==> src/rtl/mem_arbiter_pkg.sv <==
// Shared types and helpers for the scratch-memory arbiter.
// Holds the FSM state encoding, the default bus widths and the index-width helper.
package mem_arbiter_pkg;

    typedef enum logic [1:0] {
        IDLE = 2'd0,
        BUSY = 2'd1,
        RESP = 2'd2
    } arb_state_t;

    localparam int DEF_ADDR_W = 32;
    localparam int DEF_DATA_W = 32;

    // Bits needed to hold a requester index (at least one bit).
    function automatic int idx_width(input int n);
        return (n <= 2) ? 1 : $clog2(n);
    endfunction

endpackage

==> src/rtl/mem_arbiter_rr_pick.sv <==
// Rotate-priority picker: returns the first set request at or above the
// pointer, wrapping modulo NREQ. Purely combinational so other arbiters
// (e.g. the framebuffer bus arbiter) can reuse it.
module rr_pick #(
    parameter int NREQ  = 4,
    parameter int IDX_W = 2
) (
    input  logic [NREQ-1:0]  i_req,
    input  logic [IDX_W-1:0] i_ptr,
    output logic [IDX_W-1:0] o_grant,
    output logic             o_valid
);

    logic [IDX_W:0]   w_sum;
    logic [IDX_W-1:0] w_idx;

    // Scan from farthest to nearest so the nearest set bit to the pointer wins.
    always_comb begin
        o_grant = '0;
        o_valid = |i_req;
        w_sum   = '0;
        w_idx   = '0;
        for (int k = NREQ - 1; k >= 0; k--) begin
            w_sum = {1'b0, i_ptr} + (IDX_W + 1)'(k);
            if (w_sum >= (IDX_W + 1)'(NREQ)) begin
                w_sum = w_sum - (IDX_W + 1)'(NREQ);
            end
            w_idx = w_sum[IDX_W-1:0];
            if (i_req[w_idx]) begin
                o_grant = w_idx;
            end
        end
    end

endmodule

==> src/rtl/mem_arbiter.sv <==
// Round-robin arbiter/sequencer sharing the single-port scratch memory
// between NREQ requesters. One transaction in flight: IDLE picks a winner,
// BUSY drives the memory until done, RESP pulses ack for one cycle.
// Optional abort-on-timeout is enabled with the macro MEM_ARBITER_TIMEOUT_EN;
// without it BUSY waits for mem_done indefinitely and err stays 0.
module mem_arbiter
    import mem_arbiter_pkg::*;
#(
    parameter int NREQ    = 4,
    parameter int ADDR_W  = DEF_ADDR_W,
    parameter int DATA_W  = DEF_DATA_W,
    parameter int TIMEOUT = 64
) (
    input  logic                     clk,
    input  logic                     rst_n,
    input  logic [NREQ-1:0]          req,
    input  logic [NREQ-1:0]          req_we,
    input  logic [NREQ*ADDR_W-1:0]   req_addr,
    input  logic [NREQ*DATA_W-1:0]   req_wdata,
    output logic [NREQ-1:0]          ack,
    output logic [DATA_W-1:0]        rdata,
    output logic [NREQ-1:0]          err,
    output logic [ADDR_W-1:0]        mem_addr,
    output logic [DATA_W-1:0]        mem_data_in,
    output logic                     mem_w_enable,
    output logic                     mem_r_enable,
    input  logic                     mem_done,
    input  logic [DATA_W-1:0]        mem_data_out
);

    localparam int IDX_W = idx_width(NREQ);

    if (NREQ < 2 || NREQ > 8 || TIMEOUT < 1) begin : g_param_check
        $error("mem_arbiter: NREQ must be 2..8 and TIMEOUT at least 1");
    end

    arb_state_t       r_state;
    arb_state_t       w_next;
    logic [IDX_W-1:0] r_ptr;
    logic [IDX_W-1:0] r_grant;
    logic [IDX_W-1:0] w_pick;
    logic [IDX_W-1:0] w_ptr_next;
    logic             w_valid;
    logic             w_timeout;
    logic [NREQ-1:0]  w_grant_oh;

    rr_pick #(
        .NREQ  (NREQ),
        .IDX_W (IDX_W)
    ) u_pick (
        .i_req   (req),
        .i_ptr   (r_ptr),
        .o_grant (w_pick),
        .o_valid (w_valid)
    );

    assign w_grant_oh = NREQ'(1) << r_grant;
    assign w_ptr_next = (r_grant == IDX_W'(NREQ - 1)) ? '0 : r_grant + 1'b1;

`ifdef MEM_ARBITER_TIMEOUT_EN
    localparam int CNT_W = $clog2(TIMEOUT + 1);

    logic [CNT_W-1:0] r_timer;

    // Count cycles spent in BUSY; held at zero elsewhere so entry starts fresh.
    always_ff @(posedge clk) begin
        if (!rst_n) begin
            r_timer <= '0;
        end else if (r_state != BUSY) begin
            r_timer <= '0;
        end else begin
            r_timer <= r_timer + 1'b1;
        end
    end

    assign w_timeout = (r_state == BUSY) && (r_timer == CNT_W'(TIMEOUT - 1));

    // Flag an abort alongside ack; a done arriving on the timeout cycle wins.
    always_ff @(posedge clk) begin
        if (!rst_n) begin
            err <= '0;
        end else if (w_timeout && !mem_done) begin
            err <= w_grant_oh;
        end else begin
            err <= '0;
        end
    end
`else
    assign w_timeout = 1'b0;
    assign err       = '0;
`endif

    // State register.
    always_ff @(posedge clk) begin
        if (!rst_n) begin
            r_state <= IDLE;
        end else begin
            r_state <= w_next;
        end
    end

    // Next-state: grant from IDLE, leave BUSY on done/timeout, RESP lasts one cycle.
    always_comb begin
        w_next = r_state;
        case (r_state)
            IDLE:    if (w_valid) w_next = BUSY;
            BUSY:    if (mem_done || w_timeout) w_next = RESP;
            RESP:    w_next = IDLE;
            default: w_next = IDLE;
        endcase
    end

    // Registered datapath: latch the winner, drive memory, return data and ack.
    always_ff @(posedge clk) begin
        if (!rst_n) begin
            r_ptr        <= '0;
            r_grant      <= '0;
            ack          <= '0;
            rdata        <= '0;
            mem_addr     <= '0;
            mem_data_in  <= '0;
            mem_w_enable <= 1'b0;
            mem_r_enable <= 1'b0;
        end else begin
            ack   <= '0;
            rdata <= '0;
            case (r_state)
                IDLE: begin
                    if (w_valid) begin
                        r_grant      <= w_pick;
                        mem_addr     <= req_addr[int'(w_pick)*ADDR_W +: ADDR_W];
                        mem_data_in  <= req_wdata[int'(w_pick)*DATA_W +: DATA_W];
                        mem_w_enable <= req_we[w_pick];
                        mem_r_enable <= !req_we[w_pick];
                    end
                end
                BUSY: begin
                    if (mem_done || w_timeout) begin
                        mem_w_enable <= 1'b0;
                        mem_r_enable <= 1'b0;
                        ack          <= w_grant_oh;
                        if (mem_done && mem_r_enable) begin
                            rdata <= mem_data_out;
                        end
                    end
                end
                RESP: begin
                    r_ptr <= w_ptr_next;
                end
                default: begin
                end
            endcase
        end
    end

    // A requester must keep req high until its ack; the transaction still completes if not.
    a_req_held: assert property (@(posedge clk) disable iff (!rst_n)
        (r_state == BUSY) |-> req[r_grant]);

endmodule

==> config.mk <==
export PLATFORM = sky130hd
export DESIGN_NAME = mem_arbiter
export DESIGN_NICKNAME = d
export VERILOG_FILES = /design/src/rtl/mem_arbiter_pkg.sv /design/src/rtl/mem_arbiter_rr_pick.sv /design/src/rtl/mem_arbiter.sv
export SDC_FILE = /design/constraint.sdc
export NUM_CORES = 1
export LEC_CHECK = 0
export BUFFER_PORTS_ARGS = -buffer_cell sky130_fd_sc_hd__buf_2
export CORE_AREA = 2 2 156 158
export CTS_BUF_LIST = sky130_fd_sc_hd__clkbuf_4 sky130_fd_sc_hd__clkbuf_8
export DETAILED_ROUTE_END_ITERATION = 7
export DIE_AREA = 0 0 158 160
export PLACE_DENSITY = 0.47
export SLEW_MARGIN = 20
export SYNTH_ARGS = -nofsm -noshare
export SYNTH_HDL_FRONTEND = slang
export SYNTH_HIERARCHICAL = 1
export SYNTH_SLANG_ARGS = --single-unit
==> constraint.sdc <==
create_clock -name clk -period 5.98 [get_ports clk]
set_input_delay 0.299 -clock clk [delete_from_list [all_inputs] [get_ports clk]]
set_output_delay 0.299 -clock clk [all_outputs]
set_load 0.02 [all_outputs]
==> results of run 1 <==
through the flow:
stage	setup WS, ps	hold WS [ps]	total power, uW	cell area, sq um
floorplan	4050	427.2	1102	4926
global placement	3192	455.7	1290	7172
detailed placement	3145	458.2	1294	7172
CTS	3186	72.04	1796	7383
global route	3027	72.81	1848	7383
finish	3260	107.0	1748	7383
critical path: stages (launching register included):
cell and delay (ps):
sky130_fd_sc_hd__dfxtp_1 400, sky130_fd_sc_hd__nor3b_1 210, sky130_fd_sc_hd__a211oi_1 100, sky130_fd_sc_hd__nor2_4 700, sky130_fd_sc_hd__buf_4 570, sky130_fd_sc_hd__mux4_2 380, sky130_fd_sc_hd__a22o_1 190
power by group:
| part | internal, uW | switching (uW) |
|---|---|---|
| Combinational | 237 | 223 |
| Clock | 170 | 310 |
| Sequential | 775 | 32.7 |
logic make-up (layout without fill, tap and decap cells):
logic type	Yosys count	count (layout)	share of synthesized area
buffers and inverters	43	425	0.04888
AO/OA/AOI/OAI	70	70	0.1225
adder cells (fa/ha/maj)	1	1	0.002545
multiplexers	72	72	0.3121
AND/OR/NAND/NOR	58	58	0.07332
other	1	4	0.0007630
flip-flops	108	108	0.4399
cell usage in the layout, fill, tap and decap left out, types with 2 or more instances in the layout:
| cell type | instances |
|---|---|
| sky130_fd_sc_hd__and3_1 | 33 |
| sky130_fd_sc_hd__clkinv_8 | 3 |
| sky130_fd_sc_hd__clkbuf_8 | 9 |
| sky130_fd_sc_hd__nor2_1 | 5 |
| sky130_fd_sc_hd__mux4_2 | 65 |
| sky130_fd_sc_hd__nand2b_1 | 2 |
| sky130_fd_sc_hd__inv_8 | 2 |
| sky130_fd_sc_hd__inv_1 | 3 |
| sky130_fd_sc_hd__dfxtp_1 | 108 |
| sky130_fd_sc_hd__a22o_1 | 64 |
| sky130_fd_sc_hd__o21ai_0 | 2 |
| sky130_fd_sc_hd__conb_1 | 4 |
| sky130_fd_sc_hd__mux2i_1 | 7 |
| sky130_fd_sc_hd__nor2b_1 | 5 |
| sky130_fd_sc_hd__buf_2 | 400 |
| sky130_fd_sc_hd__nand2_1 | 4 |
| sky130_fd_sc_hd__nor3b_1 | 3 |
| sky130_fd_sc_hd__buf_4 | 5 |
routing by layer:
layer	wire, um	global-route usage
met1	6738	0.1489
met2	9128	0.2557
met3	1514	0.03365
met4	346	0.04586
met5	13	0
state kept, by name (all words and copies together), names as in the netlist:
signal        cells
ack               4
mem_addr         32
mem_data_in      32
mem_r_enable      1
mem_w_enable      1
r_grant           2
r_ptr             2
r_state           2
rdata            32
final cells by class:
type	instances	area [sq um]	share of cell area
Multi-Input combinational cell	205	2550	0.3454
Sequential cell	108	2162	0.2928
Timing Repair Buffer	405	2039	0.2762
Tap cell	324	405.4	0.05491
Clock buffer	9	123.9	0.01678
Clock inverter	7	87.58	0.01186
Inverter	4	15.01	0.002034
worst paths after layout:
check / to / slack [ps] / cells after the start
worst max-delay path: mem_data_in[9]$_SDFFE_PN0P_ / 3260 / 6
worst min register to register: mem_w_enable$_SDFFE_PN0P_ / 480 / 2
worst min-delay path: rdata[11]$_SDFF_PN0_ / 110 / 2
worst max register to register: mem_data_in[9]$_SDFFE_PN0P_ / 3260 / 6
==> impl_metrics.prom, run 1 <==
# TYPE chip_impl_metric gauge
chip_impl_metric{name="final_layout_size_suffix_gt1_frac",unit=""} 0.6667
chip_impl_metric{name="grt_max_degree",unit=""} 67
chip_impl_info{name="min-delay-start",value="mem_data_out[11]"} 1
chip_impl_metric{name="clockBufferDepth",unit=""} 2
chip_impl_metric{name="first_iter_violations",unit=""} 240
chip_impl_metric{name="timing.fmax",unit="MHz"} 367.6
chip_impl_metric{name="min_period",unit="ps"} 2720
chip_impl_info{name="hold_path.class",value="in -> reg"} 1
chip_impl_metric{name="cts-resized-gates",unit=""} 0
chip_impl_metric{name="antenna_left",unit=""} 0
chip_impl_metric{name="floorplan.initialDensity",unit=""} 0.2063
chip_impl_metric{name="async_reset_ff_frac",unit=""} 0
chip_impl_metric{name="final_cycle_share",unit=""} 0.4549
chip_impl_info{name="yosys.area.top_type",value="sky130_fd_sc_hd__dfxtp_1"} 1
chip_impl_metric{name="power_density",unit="nW/um^2"} 236.8
chip_impl_info{name="startpoint",value="r_ptr[0]$_SDFFE_PN0N_"} 1
chip_impl_metric{name="finalSetupViolations",unit=""} 0
chip_impl_metric{name="fin_skew",unit="ps"} 25.13
chip_impl_info{name="synthFlopType",value="sky130_fd_sc_hd__dfxtp_1"} 1
chip_impl_metric{name="fp.dieW",unit="um"} 158
chip_impl_metric{name="finish.net_count",unit=""} 1033
chip_impl_metric{name="netlist-cell-type-count",unit=""} 28
chip_impl_metric{name="placed_cells_incl_taps",unit=""} 1046
chip_impl_metric{name="finalNonFillerCells",unit=""} 1062
chip_impl_metric{name="worstPathMaxFanout",unit=""} 37
chip_impl_metric{name="diodes",unit=""} 0
chip_impl_info{name="worst_r2r_startpoint",value="r_ptr[0]$_SDFFE_PN0N_"} 1
chip_impl_metric{name="grt_first_pass_wirelength",unit="um"} 26290
chip_impl_metric{name="htree_num_levels",unit=""} 3
chip_impl_metric{name="route.detailed.wl_per_inst",unit="um"} 16.71
chip_impl_metric{name="p_leak",unit="uW"} 0.003671
chip_impl_metric{name="die_area",unit="sq um"} 25280
chip_impl_metric{name="antenna_found_initial",unit=""} 1
chip_impl_metric{name="ios",unit=""} 405
chip_impl_metric{name="synth_edf_count",unit=""} 0
chip_impl_metric{name="yosys_reg_bits",unit=""} 108
chip_impl_metric{name="max_cap_violations",unit=""} 0
chip_impl_metric{name="max-slew-margin-rel",unit=""} 0.2859
chip_impl_metric{name="vias_per_cell",unit=""} 4.364
chip_impl_metric{name="post-dp-hpwl",unit="um"} 13750
chip_impl_metric{name="ys_warn_count",unit=""} 6
chip_impl_metric{name="yosys.area.top_type_share",unit=""} 0.4399
chip_impl_metric{name="n_fill_cell",unit=""} 2554
chip_impl_info{name="critical_path.startpoint_type",value="flop"} 1
chip_impl_metric{name="drt_drc_violations_left",unit=""} 0
chip_impl_metric{name="num_vias",unit=""} 4635
chip_impl_metric{name="cts_inserted_buffers",unit=""} 9
chip_impl_info{name="tritoncts",value="done"} 1
chip_impl_metric{name="routabilityCongestion",unit=""} 0.7519
chip_impl_metric{name="tightestPinTransition",unit="ps"} 1070
chip_impl_metric{name="yosysSeqAreaShare",unit=""} 0.4399
chip_impl_metric{name="global_route.usage.total",unit=""} 0.1369
chip_impl_metric{name="design.core.area",unit="sq um"} 23820
chip_impl_metric{name="clkSlewWorstSetupHoldPaths",unit="ps"} 140
chip_impl_metric{name="finalHoldViolations",unit=""} 0
chip_impl_metric{name="buffer_ports.inserted",unit=""} 400
chip_impl_metric{name="placementRows",unit=""} 57
chip_impl_info{name="timing_worst_setup_path_type",value="reg -> reg"} 1
chip_impl_info{name="synth_area_leaders",value="sky130_fd_sc_hd__dfxtp_1 (44%), sky130_fd_sc_hd__mux4_2 (30%), sky130_fd_sc_hd__a22o_1 (11%)"} 1
chip_impl_metric{name="setup-tns-final",unit="ps"} 0
chip_impl_metric{name="cts.sink_count",unit=""} 108
chip_impl_metric{name="cts_post_setup_buffers_inserted",unit=""} 0
chip_impl_metric{name="ir_drop",unit="uV"} 90.01
chip_impl_metric{name="finish.utilization",unit=""} 0.3100
chip_impl_info{name="status",value="completed"} 1
chip_impl_info{name="netlist_top_cells_count",value="sky130_fd_sc_hd__dfxtp_1 (108), sky130_fd_sc_hd__mux4_2 (65), sky130_fd_sc_hd__a22o_1 (64)"} 1
chip_impl_metric{name="syn2layout_area_growth",unit="%"} 50.23
chip_impl_info{name="rsz0062_at_grt",value="false"} 1
chip_impl_metric{name="finalMaxSlewViolations",unit=""} 0
chip_impl_metric{name="synth.cell_area",unit="sq um"} 4915
chip_impl_metric{name="cts_hold_buf",unit=""} 0
chip_impl_info{name="root_buffer_selected_by_cts",value="sky130_fd_sc_hd__clkbuf_8"} 1
chip_impl_metric{name="worstSkewPairLatency",unit="ps"} 410
chip_impl_metric{name="global_route_congestion_overflow_total",unit=""} 0
chip_impl_metric{name="synthCells",unit=""} 353
chip_impl_metric{name="grt_pass1_vias",unit=""} 4798
chip_impl_metric{name="syn_avg_cell_area",unit="sq um"} 13.92
chip_impl_info{name="top_count_cell_post_synth",value="sky130_fd_sc_hd__dfxtp_1"} 1
chip_impl_metric{name="drt-pass1-iter-count",unit=""} 4
chip_impl_info{name="cp-end-kind",value="flop"} 1
chip_impl_metric{name="cp.arrival",unit="ps"} 3010
chip_impl_metric{name="drt-total-wl",unit="um"} 17740
chip_impl_metric{name="worst_ep_required_time",unit="ps"} 6270
chip_impl_metric{name="die-height",unit="um"} 160
No activity file was read; power rests on OpenSTA's default activity.
==> inputs of run 2 (changes only) <==
CORE_AREA = 2 2 157 159   (was 2 2 156 158)
DIE_AREA = 0 0 159 161   (was 0 0 158 160)
PLACE_DENSITY = 0.46   (was 0.47)
clock period = 2.8 ns   (was 5.98 ns; I/O delays follow)
==> impl_metrics.prom, run 2 (synthesized netlist as in run 1, its figures left out) <==
# TYPE chip_impl_metric gauge
chip_impl_metric{name="clkSlewWorstSetupHoldPaths",unit="ps"} 120
chip_impl_info{name="min-delay-start",value="rst_n"} 1
chip_impl_metric{name="first_iter_violations",unit=""} 257
chip_impl_metric{name="worstPathMaxFanout",unit=""} 18
chip_impl_metric{name="final_cycle_share",unit=""} 0.7981
chip_impl_metric{name="cts_hold_buf",unit=""} 32
chip_impl_info{name="rsz0062_at_grt",value="false"} 1
chip_impl_metric{name="grt_first_pass_wirelength",unit="um"} 27360
chip_impl_metric{name="placementRows",unit=""} 57
chip_impl_info{name="root_buffer_selected_by_cts",value="sky130_fd_sc_hd__clkbuf_8"} 1
chip_impl_metric{name="clockBufferDepth",unit=""} 2
chip_impl_metric{name="final_area",unit="sq um"} 7741
chip_impl_metric{name="design_power_total",unit="uW"} 3750
chip_impl_info{name="cp-end-kind",value="flop"} 1
chip_impl_metric{name="global_route.usage.total",unit=""} 0.1380
chip_impl_metric{name="p_leak",unit="uW"} 0.003825
chip_impl_metric{name="diodes",unit=""} 0
chip_impl_metric{name="final-seq-area",unit="sq um"} 2162
chip_impl_metric{name="power_density",unit="nW/um^2"} 484.5
chip_impl_metric{name="cts.sink_count",unit=""} 108
chip_impl_metric{name="finalSetupViolations",unit=""} 0
chip_impl_metric{name="route.detailed.wl_per_inst",unit="um"} 16.69
chip_impl_metric{name="cts-resized-gates",unit=""} 0
chip_impl_metric{name="finalHoldViolations",unit=""} 0
chip_impl_metric{name="grt_pass1_vias",unit=""} 4873
chip_impl_metric{name="grt_max_degree",unit=""} 67
chip_impl_metric{name="worstSkewPairLatency",unit="ps"} 390
chip_impl_metric{name="n_fill_cell",unit=""} 2487
chip_impl_metric{name="vias_per_cell",unit=""} 4.310
chip_impl_metric{name="tightestPinTransition",unit="ps"} 937.8
chip_impl_metric{name="final_layout_size_suffix_gt1_frac",unit=""} 0.6399
chip_impl_metric{name="finish.net_count",unit=""} 1067
chip_impl_metric{name="fp.dieW",unit="um"} 159
chip_impl_metric{name="worst_hold_path.num_cells",unit=""} 2
chip_impl_info{name="most_common_cell_after_layout_fill_and_taps_aside",value="sky130_fd_sc_hd__buf_2"} 1
chip_impl_metric{name="num_vias",unit=""} 4724
chip_impl_metric{name="worst-r2r-cell-count",unit=""} 5
chip_impl_metric{name="max-slew-margin-rel",unit=""} 0.3739
chip_impl_info{name="status",value="completed"} 1
chip_impl_metric{name="ios",unit=""} 405
chip_impl_metric{name="max_cap_violations",unit=""} 0
chip_impl_metric{name="ir_drop",unit="uV"} 195.3
chip_impl_metric{name="die_area",unit="sq um"} 25600
chip_impl_metric{name="design.core.area",unit="sq um"} 23960
chip_impl_info{name="terminating_pin_of_the_worst_hold_path",value="r_grant[1]$_SDFFE_PN0P_"} 1
chip_impl_metric{name="floorplan.initialDensity",unit=""} 0.2051
chip_impl_metric{name="setup-tns-final",unit="ps"} 0
chip_impl_info{name="largest_registers_ranked_by_flip_flop_count",value="mem_addr x32, mem_data_in x32, rdata x32"} 1
chip_impl_metric{name="multi_input_area",unit="sq um"} 2546
chip_impl_metric{name="global_route_congestion_overflow_total",unit=""} 0
chip_impl_metric{name="drt-total-wl",unit="um"} 18300
chip_impl_metric{name="die-height",unit="um"} 161
chip_impl_metric{name="post-dp-hpwl",unit="um"} 13960
chip_impl_info{name="worst_r2r_startpoint",value="r_ptr[1]$_SDFFE_PN0N_"} 1
chip_impl_metric{name="antenna_found_initial",unit=""} 1
chip_impl_metric{name="antenna_left",unit=""} 0
chip_impl_metric{name="min_period",unit="ps"} 2235
chip_impl_metric{name="timing.fmax",unit="MHz"} 447.5
chip_impl_info{name="reg_to_reg_endpoint",value="mem_addr[30]$_SDFFE_PN0P_"} 1
chip_impl_metric{name="drt_drc_violations_left",unit=""} 0
chip_impl_info{name="timing_worst_setup_path_type",value="reg -> reg"} 1
chip_impl_metric{name="detailed_place.area",unit="sq um"} 7221
chip_impl_metric{name="routabilityCongestion",unit=""} 0.7368
chip_impl_metric{name="buffer_ports.inserted",unit=""} 400
chip_impl_info{name="tritoncts",value="done"} 1
chip_impl_metric{name="finalMaxSlewViolations",unit=""} 0
chip_impl_info{name="hold_path.class",value="in -> reg"} 1
chip_impl_metric{name="worst_ep_required_time",unit="ps"} 3080
chip_impl_metric{name="cp.arrival",unit="ps"} 2510
chip_impl_metric{name="htree_num_levels",unit=""} 3
chip_impl_info{name="critical_path.startpoint_type",value="flop"} 1
chip_impl_metric{name="drt-pass1-iter-count",unit=""} 4
chip_impl_metric{name="cts_inserted_buffers",unit=""} 9
chip_impl_metric{name="syn2layout_area_growth",unit="%"} 57.51
chip_impl_metric{name="rrSetupSlack",unit="ps"} 570
chip_impl_info{name="final_cell_mix",value="sky130_fd_sc_hd__buf_2 (400), sky130_fd_sc_hd__dfxtp_1 (108), sky130_fd_sc_hd__mux4_2 (65), sky130_fd_sc_hd__a22o_1 (64), sky130_fd_sc_hd__and3_1 (33)"} 1
chip_impl_metric{name="cts_post_setup_buffers_inserted",unit=""} 0
chip_impl_metric{name="fin_skew",unit="ps"} 15.84
## run 2: changes by cell type in the layout (fill, tap and decap cells not counted), moves of 2 or more
cell                            previous run  this run
sky130_fd_sc_hd__buf_12                    0         3
sky130_fd_sc_hd__dlygate4sd3_1             0        32
sky130_fd_sc_hd__clkinv_8                  3         1
sky130_fd_sc_hd__inv_6                     1         3
## run 2: power breakdown
part	internal (uW)	switching (uW)
Sequential	1660	79.0
Clock	374	615
Combinational	545	481
## run 2: per-layer routing
metal	up-vias	track usage	wire length, um
li1	2232	-	-
met1	2224	0.1684	7435
met4	2	0.03926	270
met3	16	0.04186	1481
met2	250	0.2362	9094
met5	-	0	13
## run 2: worst max-delay path, stage by stage (launching register included)
cell                       delay [ps]
sky130_fd_sc_hd__dfxtp_1          440
sky130_fd_sc_hd__mux2i_1          150
sky130_fd_sc_hd__a211oi_4         310
sky130_fd_sc_hd__buf_4            410
sky130_fd_sc_hd__mux4_2           560
sky130_fd_sc_hd__a22o_1           240
## run 2: how the worst max path moves through the flow
| stage | end | slack, ps | startpoint | cells past startpoint |
|---|---|---|---|---|
| finish | mem_addr[30]$_SDFFE_PN0P_ | 570 | r_ptr[1]$_SDFFE_PN0N_ | 5 |
| floorplan | mem_data_in[22]$_SDFFE_PN0P_ | 870 | r_ptr[1]$_SDFFE_PN0N_ | 7 |
| global placement | mem_addr[30]$_SDFFE_PN0P_ | 610 | r_ptr[1]$_SDFFE_PN0N_ | 5 |
| CTS | mem_addr[30]$_SDFFE_PN0P_ | 560 | r_ptr[1]$_SDFFE_PN0N_ | 5 |
| global route | mem_addr[30]$_SDFFE_PN0P_ | 470 | r_ptr[1]$_SDFFE_PN0N_ | 5 |
| detailed placement | mem_addr[30]$_SDFFE_PN0P_ | 570 | r_ptr[1]$_SDFFE_PN0N_ | 5 |
## run 2: stage by stage
| step | cells | setup WS, ps | hold WS, ps | util |
|---|---|---|---|---|
| finish | 1096 | 565.4 | 71.35 | 0.3230 |
| global route | 1096 | 465.4 | 46.31 | 0.3230 |
| CTS | 1096 | 561.5 | 28.76 | 0.3230 |
| detailed placement | 1048 | 570.4 | 374.1 | 0.3013 |
| global placement | 1048 | 610.2 | 371.6 | 0.3013 |
| floorplan | 356 | 869.5 | 268.2 | - |
## run 2: final cells by class
class,instances,area share
Multi-Input combinational cell,205,0.3289
Timing Repair Buffer,439,0.3116
Sequential cell,108,0.2793
Tap cell,324,0.05237
Clock buffer,10,0.01778
Clock inverter,6,0.008081
Inverter,4,0.001940
==> inputs of run 3 (changes only) <==
clock period = 2.13 ns   (was 2.8 ns; I/O delays follow)
==> impl_metrics.prom, run 3 (synthesized netlist as in run 1, its figures left out) <==
# TYPE chip_impl_metric gauge
chip_impl_info{name="status",value="completed"} 1
chip_impl_info{name="hold_path.class",value="in -> reg"} 1
chip_impl_metric{name="power.clock.fraction",unit=""} 0.267
chip_impl_metric{name="worst_ep_required_time",unit="ps"} 2410
chip_impl_info{name="rsz0062_at_grt",value="true"} 1
chip_impl_metric{name="min_period",unit="ps"} 2007
chip_impl_metric{name="post-dp-hpwl",unit="um"} 13960
chip_impl_metric{name="die-height",unit="um"} 161
chip_impl_metric{name="cts_post_setup_buffers_inserted",unit=""} 0
chip_impl_metric{name="ios",unit=""} 405
chip_impl_metric{name="design_power_total",unit="uW"} 4989
chip_impl_metric{name="seq_power_share",unit=""} 0.455
chip_impl_metric{name="finish.net_count",unit=""} 1076
chip_impl_metric{name="fin_skew",unit="ps"} 13.25
chip_impl_metric{name="net_switching_power_of_the_design",unit="uW"} 1575
chip_impl_metric{name="design.core.area",unit="sq um"} 23960
chip_impl_metric{name="num_vias",unit=""} 4795
chip_impl_metric{name="vias_per_cell",unit=""} 4.332
chip_impl_info{name="final_cell_mix",value="sky130_fd_sc_hd__buf_2 (400), sky130_fd_sc_hd__dfxtp_1 (107), sky130_fd_sc_hd__mux4_2 (65), sky130_fd_sc_hd__a22o_1 (64)"} 1
chip_impl_metric{name="grt_max_degree",unit=""} 45
chip_impl_metric{name="power_report.internal_total",unit="uW"} 3414
chip_impl_metric{name="grt_pass1_vias",unit=""} 4987
chip_impl_metric{name="final_cycle_share",unit=""} 0.9421
chip_impl_metric{name="antenna_found_initial",unit=""} 3
chip_impl_metric{name="syn2layout_area_growth",unit="%"} 59.62
chip_impl_metric{name="antenna_left",unit=""} 0
chip_impl_metric{name="cp.arrival",unit="ps"} 2290
chip_impl_metric{name="die_area",unit="sq um"} 25600
chip_impl_metric{name="combinational_fraction_of_design_power",unit=""} 0.278
chip_impl_metric{name="grt_first_pass_wirelength",unit="um"} 27650
chip_impl_metric{name="placed_cells_incl_taps",unit=""} 1056
chip_impl_metric{name="timing.fmax",unit="MHz"} 498.4
chip_impl_metric{name="drt-total-wl",unit="um"} 18390
chip_impl_metric{name="drt_drc_violations_left",unit=""} 0
chip_impl_metric{name="n_fill_cell",unit=""} 2533
chip_impl_metric{name="global_route.usage.total",unit=""} 0.1395
chip_impl_info{name="largest_registers_ranked_by_flip_flop_count",value="mem_addr x32, mem_data_in x32, rdata x32"} 1
chip_impl_metric{name="route.detailed.wl_per_inst",unit="um"} 16.61
chip_impl_info{name="reg_to_reg_endpoint",value="mem_addr[14]$_SDFFE_PN0P_"} 1
chip_impl_metric{name="clkSlewWorstSetupHoldPaths",unit="ps"} 110
chip_impl_info{name="tritoncts",value="done"} 1
chip_impl_metric{name="drt-pass1-iter-count",unit=""} 6
chip_impl_metric{name="clockBufferDepth",unit=""} 2
chip_impl_metric{name="rrSetupSlack",unit="ps"} 120
chip_impl_info{name="worst_r2r_startpoint",value="r_ptr[1]$_SDFFE_PN0N_"} 1
chip_impl_info{name="critical_path.startpoint_type",value="flop"} 1
chip_impl_metric{name="ir_drop",unit="uV"} 305.5
chip_impl_metric{name="worstPathMaxFanout",unit=""} 19
chip_impl_metric{name="p_leak",unit="uW"} 0.003880
chip_impl_metric{name="global_route_congestion_overflow_total",unit=""} 0
chip_impl_metric{name="worst_hold_path.num_cells",unit=""} 4
chip_impl_metric{name="floorplan.initialDensity",unit=""} 0.2051
chip_impl_metric{name="worst-r2r-cell-count",unit=""} 7
chip_impl_metric{name="max_cap_violations",unit=""} 0
chip_impl_metric{name="finalNonFillerCells",unit=""} 1107
chip_impl_metric{name="finalHoldViolations",unit=""} 0
chip_impl_metric{name="power_density",unit="nW/um^2"} 636.0
chip_impl_metric{name="power_switching_share",unit=""} 0.3157
chip_impl_info{name="root_buffer_selected_by_cts",value="sky130_fd_sc_hd__clkbuf_8"} 1
chip_impl_metric{name="htree_num_levels",unit=""} 3
chip_impl_metric{name="first_iter_violations",unit=""} 231
chip_impl_metric{name="cts_inserted_buffers",unit=""} 9
chip_impl_metric{name="placementRows",unit=""} 57
chip_impl_metric{name="finalMaxSlewViolations",unit=""} 0
chip_impl_metric{name="final_layout_size_suffix_gt1_frac",unit=""} 0.6440
chip_impl_metric{name="buffer_ports.inserted",unit=""} 400
chip_impl_metric{name="finalSetupViolations",unit=""} 0
chip_impl_info{name="min-delay-start",value="mem_done"} 1
chip_impl_metric{name="cts.sink_count",unit=""} 108
chip_impl_metric{name="routabilityCongestion",unit=""} 0.7440
chip_impl_metric{name="max-slew-margin-rel",unit=""} 0.6436
chip_impl_info{name="timing_worst_setup_path_type",value="reg -> reg"} 1
chip_impl_info{name="terminating_pin_of_the_worst_hold_path",value="r_state[0]$_SDFFE_PN0P_"} 1
chip_impl_info{name="most_common_cell_after_layout_fill_and_taps_aside",value="sky130_fd_sc_hd__buf_2"} 1
chip_impl_metric{name="worstSkewPairLatency",unit="ps"} 400
chip_impl_metric{name="tightestPinTransition",unit="ps"} 529.1
chip_impl_info{name="cp-end-kind",value="flop"} 1
chip_impl_metric{name="fp.dieW",unit="um"} 159
[run 3: power by group through the flow]
stage / clock network (uW) / registers [uW] / logic, uW
finish: 1330 / 2270 / 1390
detailed placement: 0 / 2310 / 1360
floorplan: 0 / 2490 / 608
global route: 1480 / 2290 / 1500
global placement: 0 / 2310 / 1360
CTS: 1420 / 2270 / 1410
[run 3: repair_timing]
item                                    CTS  global route
hold buffers                             33             0
resized for setup                         0             1
endpoints found under the setup margin    0            64
endpoints found under the hold margin    36             0
[run 3: layer usage]
layer	wire (um)	up-vias	global-route usage
met4	374	2	0.04669
li1	-	2254	-
met3	1505	27	0.04135
met2	9137	252	0.2425
met1	7354	2260	0.1652
met5	13	-	0
[run 3: how the worst max path moves through the flow]
stage	slack, ps	cells after the start	endpoint	from
4_1_cts	10	6	mem_data_in[29]$_SDFFE_PN0P_	r_ptr[1]$_SDFFE_PN0N_
6_report	120	7	mem_addr[14]$_SDFFE_PN0P_	r_ptr[1]$_SDFFE_PN0N_
5_1_grt	-20	7	mem_data_in[29]$_SDFFE_PN0P_	r_ptr[1]$_SDFFE_PN0N_
3_3_place_gp	60	6	mem_addr[30]$_SDFFE_PN0P_	r_ptr[1]$_SDFFE_PN0N_
3_5_place_dp	40	6	mem_addr[9]$_SDFFE_PN0P_	r_ptr[1]$_SDFFE_PN0N_
2_1_floorplan	200	7	mem_data_in[22]$_SDFFE_PN0P_	r_ptr[1]$_SDFFE_PN0N_
[run 3: through the flow]
| step | utilization | setup slack (ps) | TNS [ps] | area (sq um) | hold WS (ps) |
|---|---|---|---|---|---|
| floorplan | - | 199.5 | 0 | 4926 | 234.7 |
| global placement | 0.3049 | 59.98 | 0 | 7306 | 338.9 |
| detailed placement | 0.3049 | 42.34 | 0 | 7306 | 339.9 |
| CTS | 0.3271 | 12.81 | 0 | 7839 | 51.59 |
| global route | 0.3273 | -20.21 | -92.93 | 7843 | 77.64 |
| finish | 0.3274 | 123.4 | 0 | 7845 | 82.63 |
[run 3: area by class of cell]
class	count	area, sq um	share of cell area
antenna	2	5.005	0.0006380
clock inverter	6	65.06	0.008293
timing repair buffer	448	2507	0.3196
sequential	108	2163	0.2758
multi-input combinational	205	2546	0.3246
clock buffer	10	137.6	0.01754
inverter	4	15.01	0.001914
tap	324	405.4	0.05167
[run 3: worst max-delay path, stage by stage (launching register included)]
cell	delay (ps)
sky130_fd_sc_hd__dfxtp_2	390
sky130_fd_sc_hd__nand2b_1	110
sky130_fd_sc_hd__a21oi_1	90
sky130_fd_sc_hd__a211oi_4	170
sky130_fd_sc_hd__buf_4	200
sky130_fd_sc_hd__buf_12	210
sky130_fd_sc_hd__mux4_2	510
sky130_fd_sc_hd__a22o_1	190
